## config.mk

```make
export PLATFORM = sky130hd
export DESIGN_NAME = intersection_ctrl
export DESIGN_NICKNAME = d
export VERILOG_FILES = /design/src/rtl/intersection_ctrl.sv
export SDC_FILE = /design/constraint.sdc
export NUM_CORES = 1
export LEC_CHECK = 0
export CELL_PAD_IN_SITES_DETAIL_PLACEMENT = 1
export CELL_PAD_IN_SITES_GLOBAL_PLACEMENT = 1
export CORE_ASPECT_RATIO = 0.8
export CORE_UTILIZATION = 46
export CTS_BUF_LIST = sky130_fd_sc_hd__clkbuf_4 sky130_fd_sc_hd__clkbuf_8
export DETAILED_ROUTE_END_ITERATION = 16
export GPL_TIMING_DRIVEN = 0
export PLACE_DENSITY_LB_ADDON = 0.1
export SETUP_SLACK_MARGIN = 0.2
export SYNTH_ARGS = -nofsm -noshare
export SYNTH_HDL_FRONTEND = slang
export SYNTH_SLANG_ARGS = --single-unit
```

## constraint.sdc

```tcl
create_clock -name clock -period 2.48 [get_ports clock]
set_input_delay 0.372 -clock clock [delete_from_list [all_inputs] [get_ports clock]]
set_output_delay 0.372 -clock clock [all_outputs]
set_load 0.005 [all_outputs]
```

## src/rtl/intersection_ctrl.sv

```systemverilog
// Phase sequencer for a four-signal intersection: MAIN by default, latched turn/ped
// requests served after a minimum main green, all-red clearance between greens.
// Optional build macro TURN_EXTEND_EN: turn phase extends while turn_sensor stays high.
module intersection_ctrl #(
  parameter int unsigned MIN_GREEN  = 8,
  parameter int unsigned TURN_TIME  = 6,
  parameter int unsigned TURN_MAX   = 12,
  parameter int unsigned PED_TIME   = 10,
  parameter int unsigned CLEAR_TIME = 2,
  parameter int unsigned CNT_W      = 8
) (
  input  logic clock,
  input  logic reset,
  input  logic pedestrian_button,
  input  logic turn_sensor,
  output logic pedestrian_green,
  output logic up_green,
  output logic down_green,
  output logic turn_green
);

  localparam logic [1:0] ST_CLR  = 2'd0;
  localparam logic [1:0] ST_MAIN = 2'd1;
  localparam logic [1:0] ST_TURN = 2'd2;
  localparam logic [1:0] ST_PED  = 2'd3;

  localparam logic [CNT_W-1:0] TIMER_MAX  = '1;
  localparam logic [CNT_W-1:0] CLEAR_LAST = CNT_W'(CLEAR_TIME - 1);
  localparam logic [CNT_W-1:0] MIN_LAST   = CNT_W'(MIN_GREEN - 1);
  localparam logic [CNT_W-1:0] TURN_LAST  = CNT_W'(TURN_TIME - 1);
  localparam logic [CNT_W-1:0] PED_LAST   = CNT_W'(PED_TIME - 1);
`ifdef TURN_EXTEND_EN
  localparam logic [CNT_W-1:0] TURN_CAP   = CNT_W'(TURN_MAX - 1);
`endif

  // Elaboration-time guard on the timing parameters
  if (TURN_MAX < TURN_TIME || MIN_GREEN == 0 || TURN_TIME == 0 || PED_TIME == 0 ||
      CLEAR_TIME == 0 || TURN_MAX >= (2 ** CNT_W) || MIN_GREEN >= (2 ** CNT_W) ||
      PED_TIME >= (2 ** CNT_W) || CLEAR_TIME >= (2 ** CNT_W)) begin : g_param_check
    $error("intersection_ctrl: illegal timing parameters");
  end

  logic [1:0]       state_q, state_d;
  logic [1:0]       target_q, target_d;
  logic [CNT_W-1:0] timer_q, timer_d;
  logic             ped_req_q, ped_req_d;
  logic             turn_req_q, turn_req_d;
  logic             ped_green_q, ped_green_d;
  logic             up_green_q, up_green_d;
  logic             down_green_q, down_green_d;
  logic             turn_green_q, turn_green_d;
  logic             turn_done;

`ifdef TURN_EXTEND_EN
  assign turn_done = ((timer_q >= TURN_LAST) && !turn_sensor) || (timer_q == TURN_CAP);
`else
  assign turn_done = (timer_q == TURN_LAST);
`endif

  always_comb begin
    state_d      = state_q;
    target_d     = target_q;
    ped_req_d    = ped_req_q;
    turn_req_d   = turn_req_q;
    timer_d      = (timer_q == TIMER_MAX) ? timer_q : timer_q + CNT_W'(1);
    ped_green_d  = 1'b0;
    up_green_d   = 1'b0;
    down_green_d = 1'b0;
    turn_green_d = 1'b0;

    case (state_q)
      ST_CLR: begin
        if (timer_q == CLEAR_LAST) state_d = target_q;
      end
      ST_MAIN: begin
        if ((timer_q >= MIN_LAST) && (turn_req_q || ped_req_q)) begin
          state_d  = ST_CLR;
          target_d = turn_req_q ? ST_TURN : ST_PED;
        end
      end
      ST_TURN: begin
        if (turn_done) begin
          state_d  = ST_CLR;
          target_d = ped_req_q ? ST_PED : ST_MAIN;
        end
      end
      ST_PED: begin
        if (timer_q == PED_LAST) begin
          state_d  = ST_CLR;
          target_d = ST_MAIN;
        end
      end
      default: begin
        state_d  = ST_CLR;
        target_d = ST_MAIN;
      end
    endcase

    if (state_d != state_q) timer_d = '0;

    // Requests latch outside their own phase; the entering edge's clear wins
    if (pedestrian_button && (state_q != ST_PED)) ped_req_d = 1'b1;
    if ((state_d == ST_PED) && (state_q != ST_PED)) ped_req_d = 1'b0;
    if (turn_sensor && (state_q != ST_TURN)) turn_req_d = 1'b1;
    if ((state_d == ST_TURN) && (state_q != ST_TURN)) turn_req_d = 1'b0;

    case (state_d)
      ST_MAIN: begin
        up_green_d   = 1'b1;
        down_green_d = 1'b1;
      end
      ST_TURN: begin
        up_green_d   = 1'b1;
        turn_green_d = 1'b1;
      end
      ST_PED:  ped_green_d = 1'b1;
      default: ;
    endcase
  end

  always_ff @(posedge clock or posedge reset) begin
    if (reset) begin
      state_q      <= ST_CLR;
      target_q     <= ST_MAIN;
      timer_q      <= '0;
      ped_req_q    <= 1'b0;
      turn_req_q   <= 1'b0;
      ped_green_q  <= 1'b0;
      up_green_q   <= 1'b0;
      down_green_q <= 1'b0;
      turn_green_q <= 1'b0;
    end else begin
      state_q      <= state_d;
      target_q     <= target_d;
      timer_q      <= timer_d;
      ped_req_q    <= ped_req_d;
      turn_req_q   <= turn_req_d;
      ped_green_q  <= ped_green_d;
      up_green_q   <= up_green_d;
      down_green_q <= down_green_d;
      turn_green_q <= turn_green_d;
    end
  end

  assign pedestrian_green = ped_green_q;
  assign up_green         = up_green_q;
  assign down_green       = down_green_q;
  assign turn_green       = turn_green_q;

endmodule

```

==> results.py, run 1 <==
metrics = {
    "worst_setup_path": {
        "worstSetupPathType": "flop to flop",
        "rr_worst_depth": 8,
        "endpoint_kind": "flop",
        "critPathTopFamily": "compound AO/OA/AOI/OAI gates",
        "worst_setup_path_start_kind": "flop",
        "critPathSlowestCell": "dfrtp_2",
        "crit_fanout": 5,
        "cp_cell_sequence": "inv_1 -> ha_1 -> nor3b_1 -> o211ai_2 -> a21boi_4 -> a21oi_1 -> ha_1 -> a21oi_1",
        "rrSetupSlack_ps": 320,
        "crit_buf_inv": 1,
        "crit-reg2reg-launch": "state_q[0]",
        "r2r_end": "turn_req_q",
        "crit_path_max_incr_delay_ps": 450,
        "critPathArrivalTime_ps": 2360,
        "worstPathRequired_ps": 2680,
    },
    "synth": {
        "synth_nets": 122,
        "yosysTopAreaCellShare_pct": 40.7,
        "seq_area_frac_synth_pct": 43.2,
        "synth.most_common_cell": "dfrtp_1",
        "avgSynthCellArea_sq_um": 9.60,
        "syn_area_sq_mm": 0.00105,
        "synth_cells": 109,
        "ys_seq_elements": 18,
        "synth_cell_types": 28,
        "synth_common_cells": "17 x dfrtp_1, 15 x a21oi_1, 12 x inv_1, 12 x nor2_1, 9 x ha_1",
        "synth_area_leaders": "dfrtp_1 41%, ha_1 11%, a21oi_1 7.2%",
        "synthArstFlopShare_pct": 100,
        "yosysWarnings": 0,
        "ys.flop_type": "dfrtp_1",
        "synth_edf_count": 0,
        "yosysTopAreaCell": "dfrtp_1",
    },
    "floorplan": {
        "die-area_sq_mm": 0.00247,
        "num_rows": 15,
        "io-pin-count": 8,
        "design.core.area_sq_mm": 0.00216,
        "initial_core_util_pct": 48.5,
        "die_y_microns": 44.7,
        "die_x_microns": 55.3,
    },
    "drt": {
        "drcViolationCount": 0,
        "drtIter0Drc": 27,
        "antenna_left": 0,
        "drt-pass1-iter-count": 4,
        "vias_per_cell": 5.87,
        "vias": 857,
        "totalWireLength_microns": 2590,
        "wl_per_cell_microns": 17.7,
    },
    "timing": {
        "rsz0062_at_grt": "no",
        "slew_headroom_pct": 53.2,
        "hold_viol": 0,
        "min_period_over_period_pct": 87.1,
        "fin_crit_ps": 2160,
        "setup_violations": 0,
        "finalSetupTns_ps": 0,
        "finClkSkew_ps": 8.82,
        "maxSlewViolCount": 0,
        "fmax_ghz": 0.463,
        "tightest_slew_ps": 702,
    },
    "finish": {
        "largest-register": "timer_q",
        "syn_to_final_growth_pct": 15.1,
        "largest_register_ff_count": 8,
        "antenna-diode-count": 0,
        "drive_above_1_share_pct": 10.7,
        "layout.cells.non_filler": 146,
        "top_regs": "timer_q: 8 flops, state_q: 2 flops, target_q: 2 flops",
        "fin_nets": 135,
    },
    "power": {
        "p_leak_nw": 0.495,
        "clockPowerShare_pct": 37.5,
        "p_int_w": 0.000387,
        "seqPwrFrac_pct": 60.3,
        "swShare_pct": 20.4,
        "combPwrFrac_pct": 2.2,
        "peakVddDrop_mv": 0.334,
        "power_density_mw_per_mm2": 404,
        "netSwitchingPower_w": 0.0000992,
    },
    "place": {
        "place_hpwl_microns": 1830,
        "dpl.cell_count": 141,
        "place_congestion": 0.778,
        "numPortBuffers": 7,
    },
    "cts": {
        "clkSlewWorstSetupHoldPaths_ps": 110,
        "clock_sinks": 18,
        "hold_buffers": 0,
        "clk_path_buf_depth": 2,
        "root_buffer": "clkbuf_4",
        "cts_tree": "yes",
        "clk_latency_ps": 300,
        "numCtsBuffers": 3,
        "htree_levels": 1,
    },
    "global_route": {
        "grt_pass1_wl_microns": 4220,
        "grt_pass1_vias": 879,
        "grt_usage_pct": 22.6,
        "grt-ovfl-total": 0,
        "grt_max_degree": 19,
        "grt_antenna_before_repair": 0,
    },
    "job": {
        "maxCapViolCount": 0,
    },
    "status": {
        "status": "completed",
    },
    "hold_path": {
        "holdCritPathClass": "input pin to asynchronous set/reset pin",
    },
}
[power by group through the flow]
stage	sequential, W	combinational (W)	clock [W]
after floorplan	0.000299	0.00000440	0
after global placement	0.000299	0.0000107	0
after detailed placement	0.000299	0.0000109	0
after CTS	0.000293	0.0000110	0.000190
after global routing	0.000293	0.0000126	0.000200
final	0.000293	0.0000106	0.000182
[worst max-delay path by stage]
| stage | start | endpoint | cells after the start |
|---|---|---|---|
| 3_3_place_gp | timer_q[5] | turn_req_q | 7 |
| 2_1_floorplan | timer_q[5] | turn_req_q | 7 |
| 4_1_cts | state_q[0] | turn_req_q | 8 |
| 3_5_place_dp | state_q[0] | turn_req_q | 9 |
| 6_report | state_q[0] | turn_req_q | 8 |
| 5_1_grt | state_q[0] | turn_req_q | 9 |
[cell usage in the layout (no fill, tap or decap), types with 4 or more instances in the layout]
cell type and instances:
a21oi_1 14, clkdlybuf4s50_1 7, nand4_1 5, ha_1 9
nor2_1 12, and3_1 4, inv_1 12, dfrtp_1 16
nand2_1 5
[through the flow]
stage	setup WS [ps]	cell area, sq um	hold WS (ps)	total power [W]	util (%)
after floorplan	596	1050	310	0.000303	-
after global placement	323	1150	480	0.000310	53.2
after detailed placement	222	1150	488	0.000310	53.2
after CTS	257	1190	485	0.000494	55.4
after global routing	205	1200	532	0.000506	55.8
final	321	1200	470	0.000486	55.8
[metal layers]
metal  up-vias  track usage (%)  part of all wire (%)
li1        412                -                     -
met1       429             29.3                    50
met2        11             37.3                    47
met3         5             6.43                   2.7
met4         0             7.00                   1.0
met5         -                0                     0
[timing repair]
action                                  4_1_cts  5_1_grt
setup buffers                                 0        1
pin swaps                                     1        1
hold endpoints to repair                      0        0
resized for setup                             2        1
endpoints found under the setup margin        2        3
[cells by family after synthesis]
group,share of synthesized area (%)
xor+xnor,1.67
buf+inv,4.66
compound gates,19.5
fa+ha+maj,10.8
flops,43.2
simple gates,20.2
[layout make-up]
| cell class | count | area, sq um |
|---|---|---|
| inverters | 12 | 45.0 |
| well taps | 25 | 31.3 |
| plain buffers | 1 | 3.75 |
| clock buffers | 4 | 36.3 |
| repair buffers | 8 | 77.6 |
| fillers | 243 | 955 |
| flip-flops and latches | 18 | 453 |
| multi-input cells | 78 | 557 |
Note: power is estimated with default switching activity, not from simulation.
==> run 2, diff against run 1 <==
- CAP_MARGIN: not set -> 20
- GPL_ROUTABILITY_DRIVEN: not set -> 0
- GPL_TIMING_DRIVEN: 0 -> not set
==> results.py, run 2 (synthesis results as in run 1) <==
metrics = {
    "cts": {
        "clk_path_buf_depth": 2,
        "numCtsBuffers": 3,
        "clk_latency_ps": 300,
        "root_buffer": "clkbuf_4",
        "htree_levels": 1,
        "hold_buffers": 0,
        "clock_sinks": 18,
        "cts_tree": "yes",
        "clkSlewWorstSetupHoldPaths_ps": 110,
    },
    "finish": {
        "fin_nets": 135,
        "antenna-diode-count": 0,
        "multi_input_area_sq_um": 561,
        "drive_above_1_share_pct": 11.6,
        "top_regs": "timer_q: 8 flops, state_q: 2 flops, target_q: 2 flops",
        "final.fill_count": 256,
        "final_cell_mix": "17 x dfrtp_1, 13 x a21oi_1, 12 x inv_1, 12 x nor2_1, 9 x ha_1",
        "seq_area_sq_um": 452,
        "syn_to_final_growth_pct": 15.7,
        "design_area_sq_mm": 0.00121,
        "final_common_cell": "dfrtp_1",
        "largest_register_ff_count": 8,
        "largest-register": "timer_q",
    },
    "timing": {
        "rsz0062_at_grt": "no",
        "slew_headroom_pct": 53.5,
        "fmax_ghz": 0.467,
        "setup_violations": 0,
        "finClkSkew_ps": 15.9,
        "maxSlewViolCount": 0,
        "tightest_slew_ps": 697,
        "finalSetupTns_ps": 0,
        "setup_ws_ps": 339,
        "fin_crit_ps": 2140,
        "min_period_over_period_pct": 86.3,
        "hold_viol": 0,
    },
    "worst_setup_path": {
        "crit_path_max_incr_delay_ps": 430,
        "crit_fanout": 5,
        "critPathArrivalTime_ps": 2330,
        "crit-reg2reg-launch": "state_q[1]",
        "endpoint_kind": "flop",
        "rr_worst_depth": 9,
        "cp_cell_sequence": "inv_1 -> ha_1 -> nor2b_1 -> a32oi_1 -> a21boi_4 -> a21oi_2 -> inv_1 -> ha_1 -> a21oi_1",
        "worstSetupPathType": "flop to flop",
        "worstPathRequired_ps": 2670,
        "critPathSlowestCell": "dfrtp_1",
        "worst_setup_path_start_kind": "flop",
        "rrSetupSlack_ps": 340,
        "r2r_end": "turn_req_q",
    },
    "global_route": {
        "grt_pass1_wl_microns": 4060,
        "grt_antenna_before_repair": 0,
        "grt-ovfl-total": 0,
        "grt_usage_pct": 21.7,
        "grt_pass1_vias": 820,
        "grt_max_degree": 19,
    },
    "power": {
        "netSwitchingPower_w": 0.0000966,
        "p_leak_nw": 0.499,
        "peakVddDrop_mv": 0.246,
        "swShare_pct": 20.0,
        "power_density_mw_per_mm2": 400,
        "seqPwrFrac_pct": 60.7,
        "design_power_total_w": 0.000484,
        "clockPowerShare_pct": 37.2,
        "p_int_w": 0.000387,
        "combPwrFrac_pct": 2.2,
    },
    "status": {
        "status": "completed",
    },
    "place": {
        "place_area_sq_mm": 0.00114,
        "dp_slack_ps": 280,
        "place_hpwl_microns": 1820,
        "numPortBuffers": 7,
    },
    "floorplan": {
        "die_x_microns": 55.3,
        "die-area_sq_mm": 0.00247,
        "io-pin-count": 8,
        "die_y_microns": 44.7,
        "design.core.area_sq_mm": 0.00216,
        "initial_core_util_pct": 48.5,
        "num_rows": 15,
    },
    "drt": {
        "antenna_left": 0,
        "drtIter0Drc": 12,
        "vias_per_cell": 5.95,
        "drcViolationCount": 0,
        "wl_per_cell_microns": 16.3,
        "totalWireLength_microns": 2390,
        "vias": 868,
        "drt-pass1-iter-count": 4,
    },
    "hold_path": {
        "holdCritPathClass": "input pin to asynchronous set/reset pin",
    },
    "job": {
        "maxCapViolCount": 0,
    },
}
-- run 2: layout make-up --
type	count	area share [%]
clock buffer	4	3.00
tap	25	2.59
inverter	12	3.72
sequential	18	37.3
timing repair buffer	9	7.03
multi-input combinational	78	46.3
-- run 2: what timing repair did --
action | in CTS | in global routing
endpoints found under the setup margin | 0 | 3
gates resized for setup | 0 | 3
setup buffers | 0 | 2
-- run 2: metrics by stage --
stage	util (%)	cells	hold WS [ps]
3_5_place_dp	53.0	140	478
6_report	56.1	146	483
3_3_place_gp	53.0	140	476
5_1_grt	56.1	146	547
4_1_cts	54.7	144	504
2_1_floorplan	-	109	310
-- run 2: power groups by stage --
stage	Clock (W)	Combinational, W	Sequential, W
3_3_place_gp	0	0.0000106	0.000299
6_report	0.000180	0.0000104	0.000293
4_1_cts	0.000185	0.0000109	0.000293
2_1_floorplan	0	0.00000440	0.000299
5_1_grt	0.000193	0.0000123	0.000293
3_5_place_dp	0	0.0000109	0.000299
-- run 2: how the worst max path moves through the flow --
stage / from / to / slack (ps) / depth (start not counted)
6_report: state_q[1] / turn_req_q / 340 / 9
5_1_grt: state_q[1] / turn_req_q / 190 / 9
4_1_cts: state_q[0] / turn_req_q / 260 / 9
3_5_place_dp: timer_q[5] / turn_req_q / 280 / 7
3_3_place_gp: timer_q[5] / turn_req_q / 330 / 7
2_1_floorplan: timer_q[5] / turn_req_q / 600 / 7
-- run 2: routing by layer --
metal	vias up	GRT usage, %	share of wire (%)	wire length (microns)
met5	-	0	0	0
met4	0	4.50	0.63	15
met1	439	32.5	53	1270
met3	2	4.39	2.5	59
met2	13	32.8	44	1050
li1	414	-	-	-
-- run 2: worst max-delay path, delay by kind of cell, from the launching register on --
| kind | cells | cell delay, ps |
|---|---|---|
| AOI/OAI and AO/OA | 4 | 830 |
| and+or+nand+nor | 1 | 130 |
| buffers and inverters | 2 | 210 |
| adders and majority gates | 2 | 440 |
| DFF | 1 | 430 |
==> variant: new RTL, config.mk and constraints of run 2 <==
The option `TURN_EXTEND_EN` is turned on by a define.
--- a/src/rtl/intersection_ctrl.sv
+++ b/src/rtl/intersection_ctrl.sv
@@ -2,4 +2,6 @@
 // requests served after a minimum main green, all-red clearance between greens.
 // Optional build macro TURN_EXTEND_EN: turn phase extends while turn_sensor stays high.
+`define TURN_EXTEND_EN
+
 module intersection_ctrl #(
   parameter int unsigned MIN_GREEN  = 8,
Behaviour: same outputs for any inputs over 10 cycles, from zero or initial values and one cycle with reset high; that may be too few to reach the edited logic, so the function may still have changed.
==> variant against run 2 <==
The flow now finishes with violations (DRC); wire length increased by 48%; setup slack worse by 0.21 ns; sequential cell count unchanged; via count grew 16%; clock skew fell by 0.012 ns; final area up 16%; synthesized area rose by 6.7%; critical path type unchanged; highest routed layer unchanged.
Power is not compared: it rests on default switching activity, and its combinational part moved more than twofold at a synthesized area within 25%.
==> variant: results (changes against run 2) <==
Synth
  • Syn Inst Count: 116 (was 109)
  • Post-synth top cells: dfrtp_1, a21oi_1, ha_1, inv_1, nor2_1 (was dfrtp_1, a21oi_1, inv_1, nor2_1, ha_1)
  • Leading post-synthesis cells by cell area: dfrtp_1, ha_1, a21oi_1 (unchanged)
  • Seq/Total Area, Yosys: 40.5% (was 43.2%)
  • Post-Synthesis Net Count: 130 (was 122)
  • Synth unique cells: 37 (was 28)

Global route
  • Vias in the first global route: 892 (was 820)
  • Gr usage total: 24.2% (was 21.7%)
  • First-pass GRT wire length: 4.53 mm (was 4.06 mm)

Setup path
  • Crit path launch: timer_q[5]$_DFFE_PP0P_ (was state_q[1]$_DFF_PP0_)
  • Worst reg2reg path depth: 7 (was 9)
  • FF-to-FF setup slack: 0.13 ns (was 0.34 ns)
  • FF-to-FF End: timer_q[4]$_DFFE_PP0P_ (was turn_req_q$_DFFE_PP0P_)
  • CP Max Fanout: 6 (was 5)

Finish
  • Layout cell share with drive strength beyond 1: 26.5% (was 11.6%)
  • Fill count: 241 (was 256)

Clocking
  • Num CTS Buffers: 3 (unchanged)

Routing
  • Final WL: 3.54 mm (was 2.39 mm)
  • Wire length per cell: 22.0 um (was 16.3 um)
  • Initial DRC Count: 53 (was 12)
  • DRC: 2 (was 0)
  • DRT Pass-1 Iters: 10 (was 4)
  • Routed via count: 1010 (was 868)

STA
  • Relative slew slack: 51.7% (was 53.5%)
  • Worst hold slack: 0.471 ns (was 0.483 ns)
  • Final Skew: 0.00437 ns (was 0.0159 ns)

Place
  • Placed Instance Area: 1240 sq um (was 1140 sq um)
  • HPWL Detailed: 1.98 mm (was 1.82 mm)
  • Placed Instances: 150 (was 140)

Status
  • Failing checks: DRC
  • Status: complete, but fails checks (was finished clean)
==> variant: worst max-delay path, cell delays in order (launching register included) <==
cell	delay, ns
dfrtp_2	0.46
or4_4	0.58
buf_4	0.18
o31ai_4	0.21
inv_2	0.07
a2111oi_4	0.44
buf_4	0.23
a211oi_1	0.05
==> variant: per-layer routing <==
metal	up-vias	wire length, um	track usage (%)
met5	-	0	0
met4	0	129	6.34
met3	12	210	5.06
met2	36	1680	39.5
met1	510	1520	33.4
li1	452	-	-
==> variant: metrics by stage <==
step	setup WS, ns	power, uW	util (%)
after floorplan	0.305	989	-
after global placement	0.141	1150	56.0
after detailed placement	0.0474	1180	56.0
after CTS	0.207	1410	58.9
after global routing	0.0848	1660	63.4
final	0.134	1570	63.4
==> variant: report_power, final <==
group / total [uW] / leakage, uW / switching (uW) / internal [uW]
Sequential: 523 / 0.000218 / 123 / 400
Combinational: 862 / 0.000360 / 501 / 361
Clock: 187 / 0.0000210 / 97.7 / 89.8
Total: 1570 / 0.000599 / 722 / 851
==> variant: cells by family (layout without fill, tap and decap cells) <==
group           Yosys count  after routing  synth area share, %
fa+ha+maj                10             10                 11.2
compound gates           32             32                 21.0
xor+xnor                  3              3                 2.35
buf+inv                  14             34                 5.38
simple gates             35             35                 15.9
flops                    18             18                 40.5
mux                       4              4                 3.70
==> variant: repair_timing <==
item,CTS,global route
resized for setup,4,11
pin swaps,3,7
buffers inserted,1,6
setup endpoints to repair,11,11
==> variant: layout make-up <==
type                       instances  area [sq um]  area share (%)
clock buffer                       4          36.3            2.58
timing repair buffer              19           160            11.4
inverter                          11          41.3            2.94
sequential                        18           454            32.3
tap                               25          31.3            2.23
multi-input combinational         84           682            48.5
==> variant: how the worst max path moves through the flow <==
| stage | cells past startpoint | slack (ns) | end |
|---|---|---|---|
| after floorplan | 5 | 0.30 | up_green$_DFF_PP0_ |
| after global placement | 6 | 0.14 | ped_req_q$_DFFE_PP0P_ |
| after detailed placement | 6 | 0.05 | ped_req_q$_DFFE_PP0P_ |
| after CTS | 6 | 0.21 | ped_req_q$_DFFE_PP0P_ |
| after global routing | 6 | 0.08 | turn_req_q$_DFFE_PP0P_ |
| final | 7 | 0.13 | timer_q[4]$_DFFE_PP0P_ |
